===== config.mk =====
export PLATFORM = sky130hd
export DESIGN_NAME = acc_dump_reader_flat
export DESIGN_NICKNAME = d
export VERILOG_FILES = /design/src/rtl/acc_dump_reader_if.sv /design/src/rtl/acc_dump_reader.sv /design/src/flat_wrapper.sv
export SDC_FILE = /design/constraint.sdc
export NUM_CORES = 1
export LEC_CHECK = 0
export CORE_MARGIN = 1
export CORE_UTILIZATION = 45
export CTS_CLUSTER_SIZE = 8
export DETAILED_ROUTE_END_ITERATION = 10
export PLACE_DENSITY_LB_ADDON = 0.25
export SYNTH_ARGS = -nofsm -noshare
export SYNTH_HDL_FRONTEND = slang
export SYNTH_SLANG_ARGS = --single-unit

===== constraint.sdc =====
create_clock -name clk -period 4.9 [get_ports clk]
set_input_delay 1.47 -clock clk [delete_from_list [all_inputs] [get_ports clk]]
set_output_delay 1.47 -clock clk [all_outputs]
set_load 0.02 [all_outputs]

===== src/rtl/acc_dump_reader_if.sv =====
// ram_if: one accumulator RAM port (1-cycle read latency), used here as
// separate read-master and write-master bundles.
interface ram_if #(
    parameter int ADDR_WIDTH = 9,
    parameter int DATA_WIDTH = 64
) ();
    logic                  en;
    logic                  we;
    logic [ADDR_WIDTH-1:0] addr;
    logic [DATA_WIDTH-1:0] wdata;
    logic [DATA_WIDTH-1:0] rdata;

    modport read_master  (output en, output addr, input rdata);
    modport write_master (output en, output we, output addr, output wdata);
endinterface


===== src/rtl/acc_dump_reader.sv =====
// acc_dump_reader: walks an address window of the accumulator RAM and streams each word
// over valid/ready. Define ACC_DUMP_CLEAR_EN to zero every word right after it is read.
module acc_dump_reader #(
    parameter int ADDR_WIDTH = 9,
    parameter int DATA_WIDTH = 64,
    parameter int FIFO_DEPTH = 4
) (
    input  logic                  clk,
    input  logic                  rstn,
    input  logic                  start,
    input  logic [ADDR_WIDTH-1:0] base_addr,
    input  logic [ADDR_WIDTH:0]   length,
    output logic                  busy,
    output logic                  done,
    ram_if.read_master            rd_port,
    ram_if.write_master           wr_port,
    output logic                  mode,
    output logic                  m_valid,
    input  logic                  m_ready,
    output logic [DATA_WIDTH-1:0] m_data,
    output logic                  m_last
);
    localparam int PTR_W = $clog2(FIFO_DEPTH);
    localparam int CNT_W = $clog2(FIFO_DEPTH + 1);
    localparam int USE_W = CNT_W + 1;
    localparam logic [USE_W-1:0] DEPTH_C  = USE_W'(FIFO_DEPTH);
    localparam logic [PTR_W-1:0] LAST_IDX = PTR_W'(FIFO_DEPTH - 1);

    typedef enum logic [1:0] {IDLE = 2'd0, RUN = 2'd1, DRAIN = 2'd2} state_t;

    state_t                state_q, state_d;
    logic [ADDR_WIDTH-1:0] addr_ptr_q, addr_ptr_d;
    logic [ADDR_WIDTH:0]   remaining_q, remaining_d;
    logic                  rd_en_q, rd_en_d;
    logic [ADDR_WIDTH-1:0] rd_addr_q, rd_addr_d;
    logic                  rd_last_q, rd_last_d;
    logic                  ret_q, ret_last_q;
    logic                  busy_q, busy_d;
    logic                  done_q, done_d;
    logic                  m_valid_q;
    logic [DATA_WIDTH-1:0] fifo_data_q [FIFO_DEPTH];
    logic                  fifo_last_q [FIFO_DEPTH];
    logic [PTR_W-1:0]      wr_ptr_q, rd_ptr_q;
    logic [CNT_W-1:0]      count_q, count_d;
    logic                  push_s, pop_s, credit_s;
    logic [USE_W-1:0]      used_s;

    function automatic logic [PTR_W-1:0] ptr_inc(input logic [PTR_W-1:0] p);
        return (p == LAST_IDX) ? {PTR_W{1'b0}} : p + PTR_W'(1);
    endfunction

    assign push_s = ret_q;
    assign pop_s  = m_valid_q && m_ready;
    // Words that will occupy the FIFO once the read already on the RAM port returns.
    assign used_s   = {1'b0, count_q} + {{CNT_W{1'b0}}, ret_q} + {{CNT_W{1'b0}}, rd_en_q}
                    - {{CNT_W{1'b0}}, pop_s};
    assign credit_s = (used_s < DEPTH_C);

    // FIFO occupancy next-state
    always_comb begin
        count_d = count_q;
        case ({push_s, pop_s})
            2'b10:   count_d = count_q + CNT_W'(1);
            2'b01:   count_d = count_q - CNT_W'(1);
            default: count_d = count_q;
        endcase
    end

    // Sequencer next-state: read issue is registered, so it is decided one cycle ahead
    always_comb begin
        state_d     = state_q;
        addr_ptr_d  = addr_ptr_q;
        remaining_d = remaining_q;
        rd_en_d     = 1'b0;
        rd_addr_d   = rd_addr_q;
        rd_last_d   = 1'b0;
        busy_d      = busy_q;
        done_d      = 1'b0;
        case (state_q)
            IDLE: begin
                if (start && (length != {(ADDR_WIDTH+1){1'b0}})) begin
                    state_d     = RUN;
                    busy_d      = 1'b1;
                    rd_en_d     = 1'b1;
                    rd_addr_d   = base_addr;
                    rd_last_d   = (length == (ADDR_WIDTH+1)'(1));
                    addr_ptr_d  = base_addr + ADDR_WIDTH'(1);
                    remaining_d = length - (ADDR_WIDTH+1)'(1);
                end else if (start) begin
                    done_d = 1'b1;
                end else begin
                    state_d = IDLE;
                end
            end
            RUN: begin
                if (remaining_q == {(ADDR_WIDTH+1){1'b0}}) begin
                    state_d = DRAIN;
                end else if (credit_s) begin
                    rd_en_d     = 1'b1;
                    rd_addr_d   = addr_ptr_q;
                    rd_last_d   = (remaining_q == (ADDR_WIDTH+1)'(1));
                    addr_ptr_d  = addr_ptr_q + ADDR_WIDTH'(1);
                    remaining_d = remaining_q - (ADDR_WIDTH+1)'(1);
                end else begin
                    state_d = RUN;
                end
            end
            DRAIN: begin
                if (pop_s && fifo_last_q[rd_ptr_q] && !ret_q) begin
                    state_d = IDLE;
                    busy_d  = 1'b0;
                    done_d  = 1'b1;
                end else begin
                    state_d = DRAIN;
                end
            end
            default: begin
                state_d = IDLE;
                busy_d  = 1'b0;
            end
        endcase
    end

    // Sequencer, read-port and return-pipeline registers
    always_ff @(posedge clk or negedge rstn) begin
        if (!rstn) begin
            state_q     <= IDLE;
            addr_ptr_q  <= {ADDR_WIDTH{1'b0}};
            remaining_q <= {(ADDR_WIDTH+1){1'b0}};
            rd_en_q     <= 1'b0;
            rd_addr_q   <= {ADDR_WIDTH{1'b0}};
            rd_last_q   <= 1'b0;
            ret_q       <= 1'b0;
            ret_last_q  <= 1'b0;
            busy_q      <= 1'b0;
            done_q      <= 1'b0;
        end else begin
            state_q     <= state_d;
            addr_ptr_q  <= addr_ptr_d;
            remaining_q <= remaining_d;
            rd_en_q     <= rd_en_d;
            rd_addr_q   <= rd_addr_d;
            rd_last_q   <= rd_last_d;
            ret_q       <= rd_en_q;
            ret_last_q  <= rd_en_q && rd_last_q;
            busy_q      <= busy_d;
            done_q      <= done_d;
        end
    end

    // Output FIFO storage and pointers; contents cleared on reset so m_data reads 0
    always_ff @(posedge clk or negedge rstn) begin
        if (!rstn) begin
            for (int i = 0; i < FIFO_DEPTH; i++) begin
                fifo_data_q[i] <= {DATA_WIDTH{1'b0}};
                fifo_last_q[i] <= 1'b0;
            end
            wr_ptr_q  <= {PTR_W{1'b0}};
            rd_ptr_q  <= {PTR_W{1'b0}};
            count_q   <= {CNT_W{1'b0}};
            m_valid_q <= 1'b0;
        end else begin
            if (push_s) begin
                fifo_data_q[wr_ptr_q] <= rd_port.rdata;
                fifo_last_q[wr_ptr_q] <= ret_last_q;
                wr_ptr_q              <= ptr_inc(wr_ptr_q);
            end
            if (pop_s) begin
                rd_ptr_q <= ptr_inc(rd_ptr_q);
            end
            count_q   <= count_d;
            m_valid_q <= (count_d != {CNT_W{1'b0}});
        end
    end

    assign busy         = busy_q;
    assign done         = done_q;
    assign mode         = 1'b0;
    assign rd_port.en   = rd_en_q;
    assign rd_port.addr = rd_addr_q;
    assign m_valid      = m_valid_q;
    assign m_data       = fifo_data_q[rd_ptr_q];
    assign m_last       = m_valid_q && fifo_last_q[rd_ptr_q];

`ifdef ACC_DUMP_CLEAR_EN
    logic [ADDR_WIDTH-1:0] ret_addr_q;

    // Address of the word whose data is returning this cycle, for the zeroing write
    always_ff @(posedge clk or negedge rstn) begin
        if (!rstn) begin
            ret_addr_q <= {ADDR_WIDTH{1'b0}};
        end else begin
            ret_addr_q <= rd_addr_q;
        end
    end

    assign wr_port.en    = ret_q;
    assign wr_port.we    = ret_q;
    assign wr_port.addr  = ret_addr_q;
    assign wr_port.wdata = {DATA_WIDTH{1'b0}};
`else
    assign wr_port.en    = 1'b0;
    assign wr_port.we    = 1'b0;
    assign wr_port.addr  = {ADDR_WIDTH{1'b0}};
    assign wr_port.wdata = {DATA_WIDTH{1'b0}};
`endif

endmodule


===== src/flat_wrapper.sv =====
// flat-port wrapper written by rule: the top's interface ports become plain ports
module acc_dump_reader_flat 
#(
    parameter int ADDR_WIDTH = 9,
    parameter int DATA_WIDTH = 64,
    parameter int FIFO_DEPTH = 4
)
  (clk, rstn, start, base_addr, length, busy, done, mode, m_valid, m_ready, m_data, m_last, rd_port_en, rd_port_addr, rd_port_rdata, wr_port_en, wr_port_we, wr_port_addr, wr_port_wdata);
  ram_if #(.ADDR_WIDTH(ADDR_WIDTH), .DATA_WIDTH(DATA_WIDTH)) rd_port_i ();
  ram_if #(.ADDR_WIDTH(ADDR_WIDTH), .DATA_WIDTH(DATA_WIDTH)) wr_port_i ();
  input  logic clk;
  input  logic rstn;
  input  logic start;
  input  logic [ADDR_WIDTH-1:0] base_addr;
  input  logic [ADDR_WIDTH:0] length;
  output logic busy;
  output logic done;
  output logic mode;
  output logic m_valid;
  input  logic m_ready;
  output logic [DATA_WIDTH-1:0] m_data;
  output logic m_last;
  output wire logic [$bits(rd_port_i.en)-1:0] rd_port_en;
  output wire logic [$bits(rd_port_i.addr)-1:0] rd_port_addr;
  input wire logic [$bits(rd_port_i.rdata)-1:0] rd_port_rdata;
  output wire logic [$bits(wr_port_i.en)-1:0] wr_port_en;
  output wire logic [$bits(wr_port_i.we)-1:0] wr_port_we;
  output wire logic [$bits(wr_port_i.addr)-1:0] wr_port_addr;
  output wire logic [$bits(wr_port_i.wdata)-1:0] wr_port_wdata;
  assign rd_port_en = rd_port_i.en;
  assign rd_port_addr = rd_port_i.addr;
  assign rd_port_i.rdata = rd_port_rdata;
  assign wr_port_en = wr_port_i.en;
  assign wr_port_we = wr_port_i.we;
  assign wr_port_addr = wr_port_i.addr;
  assign wr_port_wdata = wr_port_i.wdata;
  acc_dump_reader #(.ADDR_WIDTH(ADDR_WIDTH), .DATA_WIDTH(DATA_WIDTH), .FIFO_DEPTH(FIFO_DEPTH)) u_core (.clk(clk), .rstn(rstn), .start(start), .base_addr(base_addr), .length(length), .busy(busy), .done(done), .rd_port(rd_port_i), .wr_port(wr_port_i), .mode(mode), .m_valid(m_valid), .m_ready(m_ready), .m_data(m_data), .m_last(m_last));
endmodule

==> flow_summary.toml <==
[status]
status = "complete, no violations"

[setup_path]
r2r_slack_ns = 2.27
r2r_end = "u_core.addr_ptr_q[7]"
required_ns = 3.43
worstPathArrival_ns = 2.62
r2r_cells = 6
critical_path_class = "reg -> out"
r2r_start = "u_core.state_q[1]"
cp-start-kind = "flip-flop"
worstPathMaxFanout = 22
cp-end-kind = "output port"

[finish]
syn2layout_area_growth_pct = 20.5
final_common_cell = "dfrtp_1"
layout_common_cells = "dfrtp_1, mux2_2, clkdlybuf4s50_1"
fillers = 2591
finalNonFillerCells = 1592
nNetsFinal = 1288
fin_util_pct = 55.3
layout-drive-gt1-share_pct = 34.6

[detailed_routing]
drt_wl_total_um = 30400
drt_iter0_markers = 358
wl_per_cell_um = 19.1
route.detailed.drc = 0
vias_per_cell = 5.44
antenna_left = 0
vias = 8660
firstDrtPassIters = 5

[place]
place_congestion = 0.815
dp.cells = 1544
port_buffers = 164
dp_hpwl_um = 19000

[global_route]
track_usage_pct = 19.1
grt_pass1_wl_um = 49900
globalRoute.totalOverflow = 0
grt_max_degree = 95
antenna_found_initial = 1
grt_pass1_vias = 9203

[logic_synthesis]
async_flop_share_pct = 100
synth_edf_count = 0
ys_types = 65
yosysWarnings = 0
syn-cell-area_um2 = 14500
ys_seq_area_share_pct = 52.4
synth_area_per_cell_um2 = 14.2
synthCells = 1019
ys_ff_latch = 304
ys.flop_type = "dfrtp_1"

[die]
fp.dieArea_um2 = 33000
die-width_um = 182
core-area_um2 = 31600
initial_utilization_pct = 45.9
rows = 65
die_h_um = 182
io_pins = 241

[sta]
slew_headroom_pct = 26.3
hold_viol_final = 0
finalCriticalPeriod_ns = 4.09
fin_crit_sh_pct = 83.5
max_freq_mhz = 244
slew_violations = 0
worstMarginPinSlew_ns = 1.11
rsz0062_at_grt = "no"
setup_viol = 0
skew_ns = 0.00974
tns_ns = 0

[power]
p_leak_uw = 0.00736
combPwrFrac_pct = 45.9
seq_power_share_pct = 34.3
finalPower_uw = 13000
p_switching_uw = 4370
swShare_pct = 33.6
p_int_uw = 8610
p_per_area_nw_per_um2 = 742
pwr-share-clk_pct = 19.8
ir_worst_vdd_v = 0.000300

[clock_tree]
clk_latency_ns = 0.52
clockBufferDepth = 3
cts_hold_buf = 0
post_cts_buffers = 0
cts-root-buf = "clkbuf_16"
cts.sinks = 304
cts_buffers = 43
clk_pin_slew_ns = 0.05
cts_max_level = 2
cts_resized = 0
tritoncts = "built"

[min_path]
hold_path_startpoint = "u_core.rd_port.en"
hold_path_depth = 0
hold_path.class = "reg -> reg"
hold_end = "u_core.push_s"

[run]
cap_violations = 0
==> synthesized netlist by cell type, drive strengths merged, types with 7 or more instances <==
master	count	share of area (%)
o22ai	7	0.30
nand2	33	0.85
nor3	17	0.59
dfrtp	304	52
nor2	17	0.55
nand3	16	0.55
a21oi	16	0.55
mux4	65	10
mux2	264	21
mux2i	7	0.48
buf	95	4.7
inv	22	0.59
a31oi	8	0.35
ha	13	1.1
o21ai	21	0.72
clkbuf	39	1.0
==> metal layers <==
metal	part of all wire (%)	GRT usage (%)	vias up	routed length, um
li1	-	-	3920	-
met1	46	26.2	4506	13800
met2	48	31.4	191	14600
met3	4.8	3.93	43	1440
met4	1.6	4.37	0	480
met5	0	0	-	0
==> cell type report <==
cell class | count | area, um2 | area share [%]
Sequential cell | 304 | 7610 | 43.5
Antenna cell | 1 | 2.50 | 0.0143
Multi-Input combinational cell | 634 | 6300 | 36.1
Clock inverter | 2 | 25.0 | 0.143
Inverter | 22 | 85.1 | 0.487
Tap cell | 402 | 503 | 2.88
Timing Repair Buffer | 182 | 1840 | 10.6
Clock buffer | 45 | 1100 | 6.32
==> sequential cells by signal (all words and copies together), names as in the netlist, 2 cells and up <==
register / count
u_core.fifo_last_q: 4
u_core.remaining_q: 10
u_core.fifo_data_q: 256
u_core.rd_port.addr: 9
u_core.count_q: 3
u_core.state_q: 2
u_core.wr_ptr_q: 2
u_core.addr_ptr_q: 9
u_core.rd_ptr_q: 2
==> through the flow <==
stage / setup slack [ns] / cell area (um2) / hold WS, ns
2_1_floorplan: 1.53 / 14800 / 0.428
3_3_place_gp: 0.774 / 16300 / 0.443
3_5_place_dp: 0.702 / 16300 / 0.442
4_1_cts: 0.751 / 17500 / 0.453
5_1_grt: 0.699 / 17500 / 0.480
6_report: 0.809 / 17500 / 0.453
==> worst max-delay path by stage <==
stage	start	end	slack (ns)	cells after the start
after floorplan	length[0]	u_core.addr_ptr_q[7]	1.53	7
after global placement	length[0]	u_core.addr_ptr_q[1]	0.77	8
after detailed placement	length[0]	u_core.addr_ptr_q[1]	0.70	8
after CTS	u_core.rd_ptr_q[0]	m_last	0.75	4
after global routing	u_core.rd_ptr_q[0]	m_last	0.70	4
final	u_core.rd_ptr_q[1]	m_data[5]	0.81	3
==> kinds of logic after synthesis <==
group	Yosys count	synth area share, %
multiplexers	336	31.1
flip-flops	304	52.4
buffers and inverters	156	6.27
AND/OR/NAND/NOR	110	3.96
AO/OA/AOI/OAI	86	4.17
adder cells (fa/ha/maj)	14	1.26
XOR/XNOR	12	0.725
other	1	0.0259
==> worst max-delay path: stages, from the launching register on <==
cell,delay [ns]
dfrtp_2,0.70
buf_4,0.45
mux4_2,0.38
clkdlybuf4s50_1,0.57
==> power by group through the flow <==
stage / registers (uW) / clock network (uW) / logic [uW]
2_1_floorplan: 4270 / 0 / 4130
3_3_place_gp: 4430 / 0 / 5930
3_5_place_dp: 4480 / 0 / 6040
4_1_cts: 4450 / 2650 / 6060
5_1_grt: 4610 / 2740 / 6430
6_report: 4450 / 2570 / 5960
(Power assumes the default switching activity.)
